<file path="src/rtl/id_pipeline_controller.sv">
// Decode-stage sequencer for the 5-stage RV32I core.
// It owns the IF/ID instruction register and the ID/EX control shadow
// (rd, write enable, load flag). It stalls on load-use hazards, squashes
// wrong-path fetch beats after a taken branch or jump, and honours EX
// back-pressure.
// Optional: define HAZ_PERF_EN to add saturating stall and flush event counters.
module id_pipeline_controller #(
  parameter int              XLEN      = 32,
  parameter int              REG_W     = 5,
  parameter int              FLUSH_LAT = 1,
  parameter logic [XLEN-1:0] NOP_INSTR = 32'h00000013
) (
  input  logic             clk,
  input  logic             rst_n,
  input  logic             if_valid,
  input  logic [XLEN-1:0]  if_instr,
  output logic             if_ready,
  output logic [XLEN-1:0]  id_instr,
  output logic             id_valid,
  input  logic [REG_W-1:0] id_rs1,
  input  logic [REG_W-1:0] id_rs2,
  input  logic             id_use_rs1,
  input  logic             id_use_rs2,
  input  logic [REG_W-1:0] id_rd,
  input  logic             id_we,
  input  logic             id_is_load,
  input  logic             ex_ready,
  input  logic             ex_taken,
  output logic             ex_valid,
  output logic [REG_W-1:0] ex_rd,
  output logic             ex_we,
  output logic             ex_is_load,
  output logic             id_ex_en,
  output logic             stall,
  output logic             flush
`ifdef HAZ_PERF_EN
  ,
  output logic [31:0]      perf_stall_cnt,
  output logic [31:0]      perf_flush_cnt
`endif
);

  typedef enum logic {RUN = 1'b0, FLUSH = 1'b1} state_t;

  localparam logic [2:0] DROP_INIT = 3'(FLUSH_LAT);

  state_t     state, state_nxt;
  logic [2:0] drop_cnt, drop_nxt;

  logic taken_q;
  logic hit_rs1, hit_rs2;
  logic load_use;

  // A redirect only counts when a live instruction actually leaves EX.
  assign taken_q  = ex_taken & ex_valid & ex_ready;
  assign hit_rs1  = id_use_rs1 & (id_rs1 == ex_rd);
  assign hit_rs2  = id_use_rs2 & (id_rs2 == ex_rd);
  // x0 is never a real producer, so a load to x0 cannot cause a hazard.
  assign load_use = id_valid & ex_valid & ex_is_load & (ex_rd != '0) & (hit_rs1 | hit_rs2);

  // State register and drop counter.
  always_ff @(posedge clk) begin
    if (!rst_n) begin
      state    <= RUN;
      drop_cnt <= '0;
    end else begin
      state    <= state_nxt;
      drop_cnt <= drop_nxt;
    end
  end

  // Next state: a redirect arms the discard window. Each accepted beat
  // during the window uses up one slot.
  always_comb begin
    state_nxt = state;
    drop_nxt  = drop_cnt;
    if (taken_q) begin
      if (FLUSH_LAT > 0) begin
        state_nxt = FLUSH;
        drop_nxt  = DROP_INIT;
      end else begin
        state_nxt = RUN;
        drop_nxt  = '0;
      end
    end else if (state == FLUSH && if_valid) begin
      drop_nxt = (drop_cnt == '0) ? '0 : drop_cnt - 3'd1;
      if (drop_cnt <= 3'd1) state_nxt = RUN;
    end
  end

  // Handshake and control outputs, all forced low while reset is asserted.
  // Priority order: redirect, then discard window, then back-pressure,
  // then hazard, then normal flow.
  always_comb begin
    if_ready = 1'b0;
    stall    = 1'b0;
    flush    = 1'b0;
    id_ex_en = 1'b0;
    if (rst_n) begin
      if (taken_q || state == FLUSH) begin
        flush    = 1'b1;
        if_ready = 1'b1;
        id_ex_en = 1'b1;
      end else if (!ex_ready) begin
        // Hold everything. The hazard is re-evaluated once EX frees up.
      end else if (load_use) begin
        stall    = 1'b1;
        id_ex_en = 1'b1;
      end else begin
        if_ready = 1'b1;
        id_ex_en = 1'b1;
      end
    end
  end

  // IF/ID register: a redirect loads NOP. Normal flow captures the fetch beat.
  always_ff @(posedge clk) begin
    if (!rst_n) begin
      id_instr <= NOP_INSTR;
      id_valid <= 1'b0;
    end else if (taken_q) begin
      id_instr <= NOP_INSTR;
      id_valid <= 1'b0;
    end else if (state == RUN && ex_ready && !load_use) begin
      if (if_valid) begin
        id_instr <= if_instr;
        id_valid <= 1'b1;
      end else begin
        id_valid <= 1'b0;
      end
    end
  end

  // ID/EX control shadow. On normal flow it copies ID, with fields gated by
  // id_valid. Redirects, discards and stalls load a bubble. Back-pressure holds.
  always_ff @(posedge clk) begin
    if (!rst_n) begin
      ex_valid   <= 1'b0;
      ex_rd      <= '0;
      ex_we      <= 1'b0;
      ex_is_load <= 1'b0;
    end else if (id_ex_en) begin
      if (if_ready && !flush) begin
        ex_valid   <= id_valid;
        ex_rd      <= id_valid ? id_rd : '0;
        ex_we      <= id_valid & id_we;
        ex_is_load <= id_valid & id_is_load;
      end else begin
        ex_valid   <= 1'b0;
        ex_rd      <= '0;
        ex_we      <= 1'b0;
        ex_is_load <= 1'b0;
      end
    end
  end

`ifdef HAZ_PERF_EN
  // Saturating event counters for stall cycles and accepted redirects.
  always_ff @(posedge clk) begin
    if (!rst_n) begin
      perf_stall_cnt <= '0;
      perf_flush_cnt <= '0;
    end else begin
      if (stall && perf_stall_cnt != 32'hFFFF_FFFF)
        perf_stall_cnt <= perf_stall_cnt + 32'd1;
      if (taken_q && perf_flush_cnt != 32'hFFFF_FFFF)
        perf_flush_cnt <= perf_flush_cnt + 32'd1;
    end
  end
`endif

endmodule

</file>
<file path="config.mk">
export PLATFORM = sky130hd
export DESIGN_NAME = id_pipeline_controller
export DESIGN_NICKNAME = d
export VERILOG_FILES = /design/src/rtl/id_pipeline_controller.sv
export SDC_FILE = /design/constraint.sdc
export NUM_CORES = 1
export LEC_CHECK = 0
export CORE_UTILIZATION = 44
export CTS_CLUSTER_DIAMETER = 30
export DETAILED_ROUTE_END_ITERATION = 8
export PLACE_DENSITY_LB_ADDON = 0.3
export SETUP_SLACK_MARGIN = 0.02
export SLEW_MARGIN = 20
export SYNTH_ARGS = -nofsm -noshare
export SYNTH_HDL_FRONTEND = slang
export SYNTH_SLANG_ARGS = --single-unit
</file>
<file path="constraint.sdc">
create_clock -name clk -period 2.6 [get_ports clk]
set_input_delay 0.52 -clock clk [delete_from_list [all_inputs] [get_ports clk]]
set_output_delay 0.52 -clock clk [all_outputs]
set_load 0.02 [all_outputs]
</file>
==> results.cfg <==
[status]
status = complete, no violations

[worst_setup_path]
crit_required_ns = 2.08
path_class = in -> out
path_max_fanout = 3
cp-start-kind = primary input
end_kind = primary output
crit_arrival_ns = 1.96

[finish]
fin_cells = 536
drive_gt1_frac = 0.1767
fin_nets = 521
diodes = 0
syn_to_final_growth_pct = 52.70

[timing]
finalSetupViolCount = 0
period_share = 0.9549
rsz0062_at_grt = no
finClkSkew_ns = 0.007107
relSlewSlack = 0.3894
whs_ns = 0.4869
worst_slack_ns = 0.1173
finalHoldViolations = 0
max_freq_mhz = 402.8
finalCriticalPeriod_ns = 2.483
worst_slew_pin_slew_ns = 0.9139
slew_violations = 0

[die]
rows = 27
chipWidth_um = 79.77
die_h_um = 79.77
initial_core_util = 0.4689
io_pins = 101
fp.coreArea_um2 = 5675
dieArea_um2 = 6363

[route]
wirelength_um = 7931
dr.pass1.iters = 4
via_per_inst = 5.608
ant_nets = 0
drc = 0
drtIter0Drc = 156
vias = 3006
post_drt_wl_per_cell_um = 14.80

[pwr]
p_total_mw = 1.633
p_leak_nw = 1.610
vdd_ir_drop_max_mv = 0.2795
powerDensity_nw_per_um2 = 401.8

[place]
io_buffer_count = 100
hpwl_um = 5197
gp_congestion = 0.8113
place_ws_ns = -0.3929
dp_cells = 515

[clock_network]
cts_sinks = 45
max-clock-path-buffers = 2
clockRootBuffer = clkbuf_8
htreeDepth = 2
cts_buffers = 5
cts_tree = built
clk_pin_slew_ns = 0.08
clk-insertion-delay-late_ns = 0.30

[yosys]
synthFlopType = dfxtp_1
syn-mean-instance-area_um2 = 7.604
synth.distinct_cells = 35
synthCells = 350
synth_area_um2 = 2661
synth_top_area_share = 0.3385
yosys_warnings = 0
yosys-top-cells-area = dfxtp_1 34%, nand3_1 11%, nand3_2 11%, nor2_1 8.5%, or3_1 6.8%
synthArstFlopShare = 0
syn_nets = 408
synth-seq-cells = 45
synth_edf_count = 0
yosysSeqAreaShare = 0.3385
yosysTopAreaCell = dfxtp_1
synth_common_cells = 60 x nand3_1, 60 x nor2_1, 45 x dfxtp_1, 31 x o21ai_0

[hold_path]
hp-class = reg -> reg

[global_route]
grt_usage = 0.2499
grt-ovfl-total = 0
grt_antenna_before_repair = 0
grt_pass1_vias = 2809
grt_max_degree = 61
grt_pass1_wl_um = 12710

[job]
cap_violations = 0
## metal layers
layer	track usage	share of wire	up-vias
met5	0	0	-
met4	0.1107	0.022	0
li1	-	-	1460
met3	0.04914	0.053	14
met1	0.3069	0.44	1450
met2	0.4205	0.49	82
## placed cells by master, fill, tap and decap left out, drive strengths merged, types with 2 or more instances in the layout
master,instances
o211ai,6
nand2,6
nand4,3
clkbuf,10
nor3,2
buf,35
a21oi,7
ha,2
or3,29
inv,7
o21ai,31
or2,2
dfxtp,45
nor2,60
or4,2
dlymetal6s2s,4
a22o,7
clkdlybuf4s50,93
nand3,89
xnor2,10
## critical path, stage by stage
cell             delay (ns)
clkdlybuf4s50_1        0.49
xnor2_1                0.13
nand4_1                0.15
o22ai_2                0.20
nand2_2                0.11
a31o_2                 0.21
buf_4                  0.15
## sequential cells by signal, summed over array words and instances, names as in the netlist
name        cells
id_instr       32
state           1
ex_we           1
id_valid        1
ex_is_load      1
drop_cnt        3
ex_rd           5
ex_valid        1
## where the power goes
part | leakage [nW] | switching [mW] | internal, mW
combinational | 1.20 | 0.193 | 0.230
clock | 0.0395 | 0.242 | 0.192
sequential | 0.370 | 0.0424 | 0.735
total | 1.61 | 0.477 | 1.16
## worst paths after layout
| check | start | end | slack, ns | cells after the start |
|---|---|---|---|---|
| worst min-delay path | ex_we | ex_we | 0.49 | 1 |
| worst max register to register | ex_rd[3] | id_instr[23] | 0.18 | 14 |
| worst min register to register | ex_we | ex_we | 0.49 | 1 |
| worst max-delay path | id_rs2[0] | if_ready | 0.12 | 7 |
## through the flow
step,utilization,TNS (ns),cell area (um2)
floorplan,-,0,2661
global placement,0.6755,-0.6819,3834
detailed placement,0.6755,-0.7655,3834
CTS,0.6997,0,3971
global route,0.7160,0,4064
finish,0.7160,0,4064
## logic make-up (layout without fill, tap and decap cells)
kind of cell	count (synthesis)	count (layout)	share of synthesized area
simple gates	197	197	0.4142
compound gates	60	60	0.1401
flops	45	45	0.3385
buf+inv	36	150	0.06488
xor+xnor	10	10	0.03291
fa+ha+maj	2	2	0.009401
## cell type report
class | instances | area [um2]
repair buffers | 135 | 1350
inverters | 7 | 26.28
flip-flops and latches | 45 | 900.9
well taps | 72 | 90.09
fillers | 442 | 1612
clock buffers | 8 | 80.08
multi-input cells | 269 | 1617
## timing repair
action	in CTS	in global routing
buffers inserted	8	3
setup endpoints to repair	3	14
pin swaps	3	13
hold buffers	0	0
resized for setup	10	9
gates cloned	0	2
Note: power is estimated with default switching activity, not from simulation.
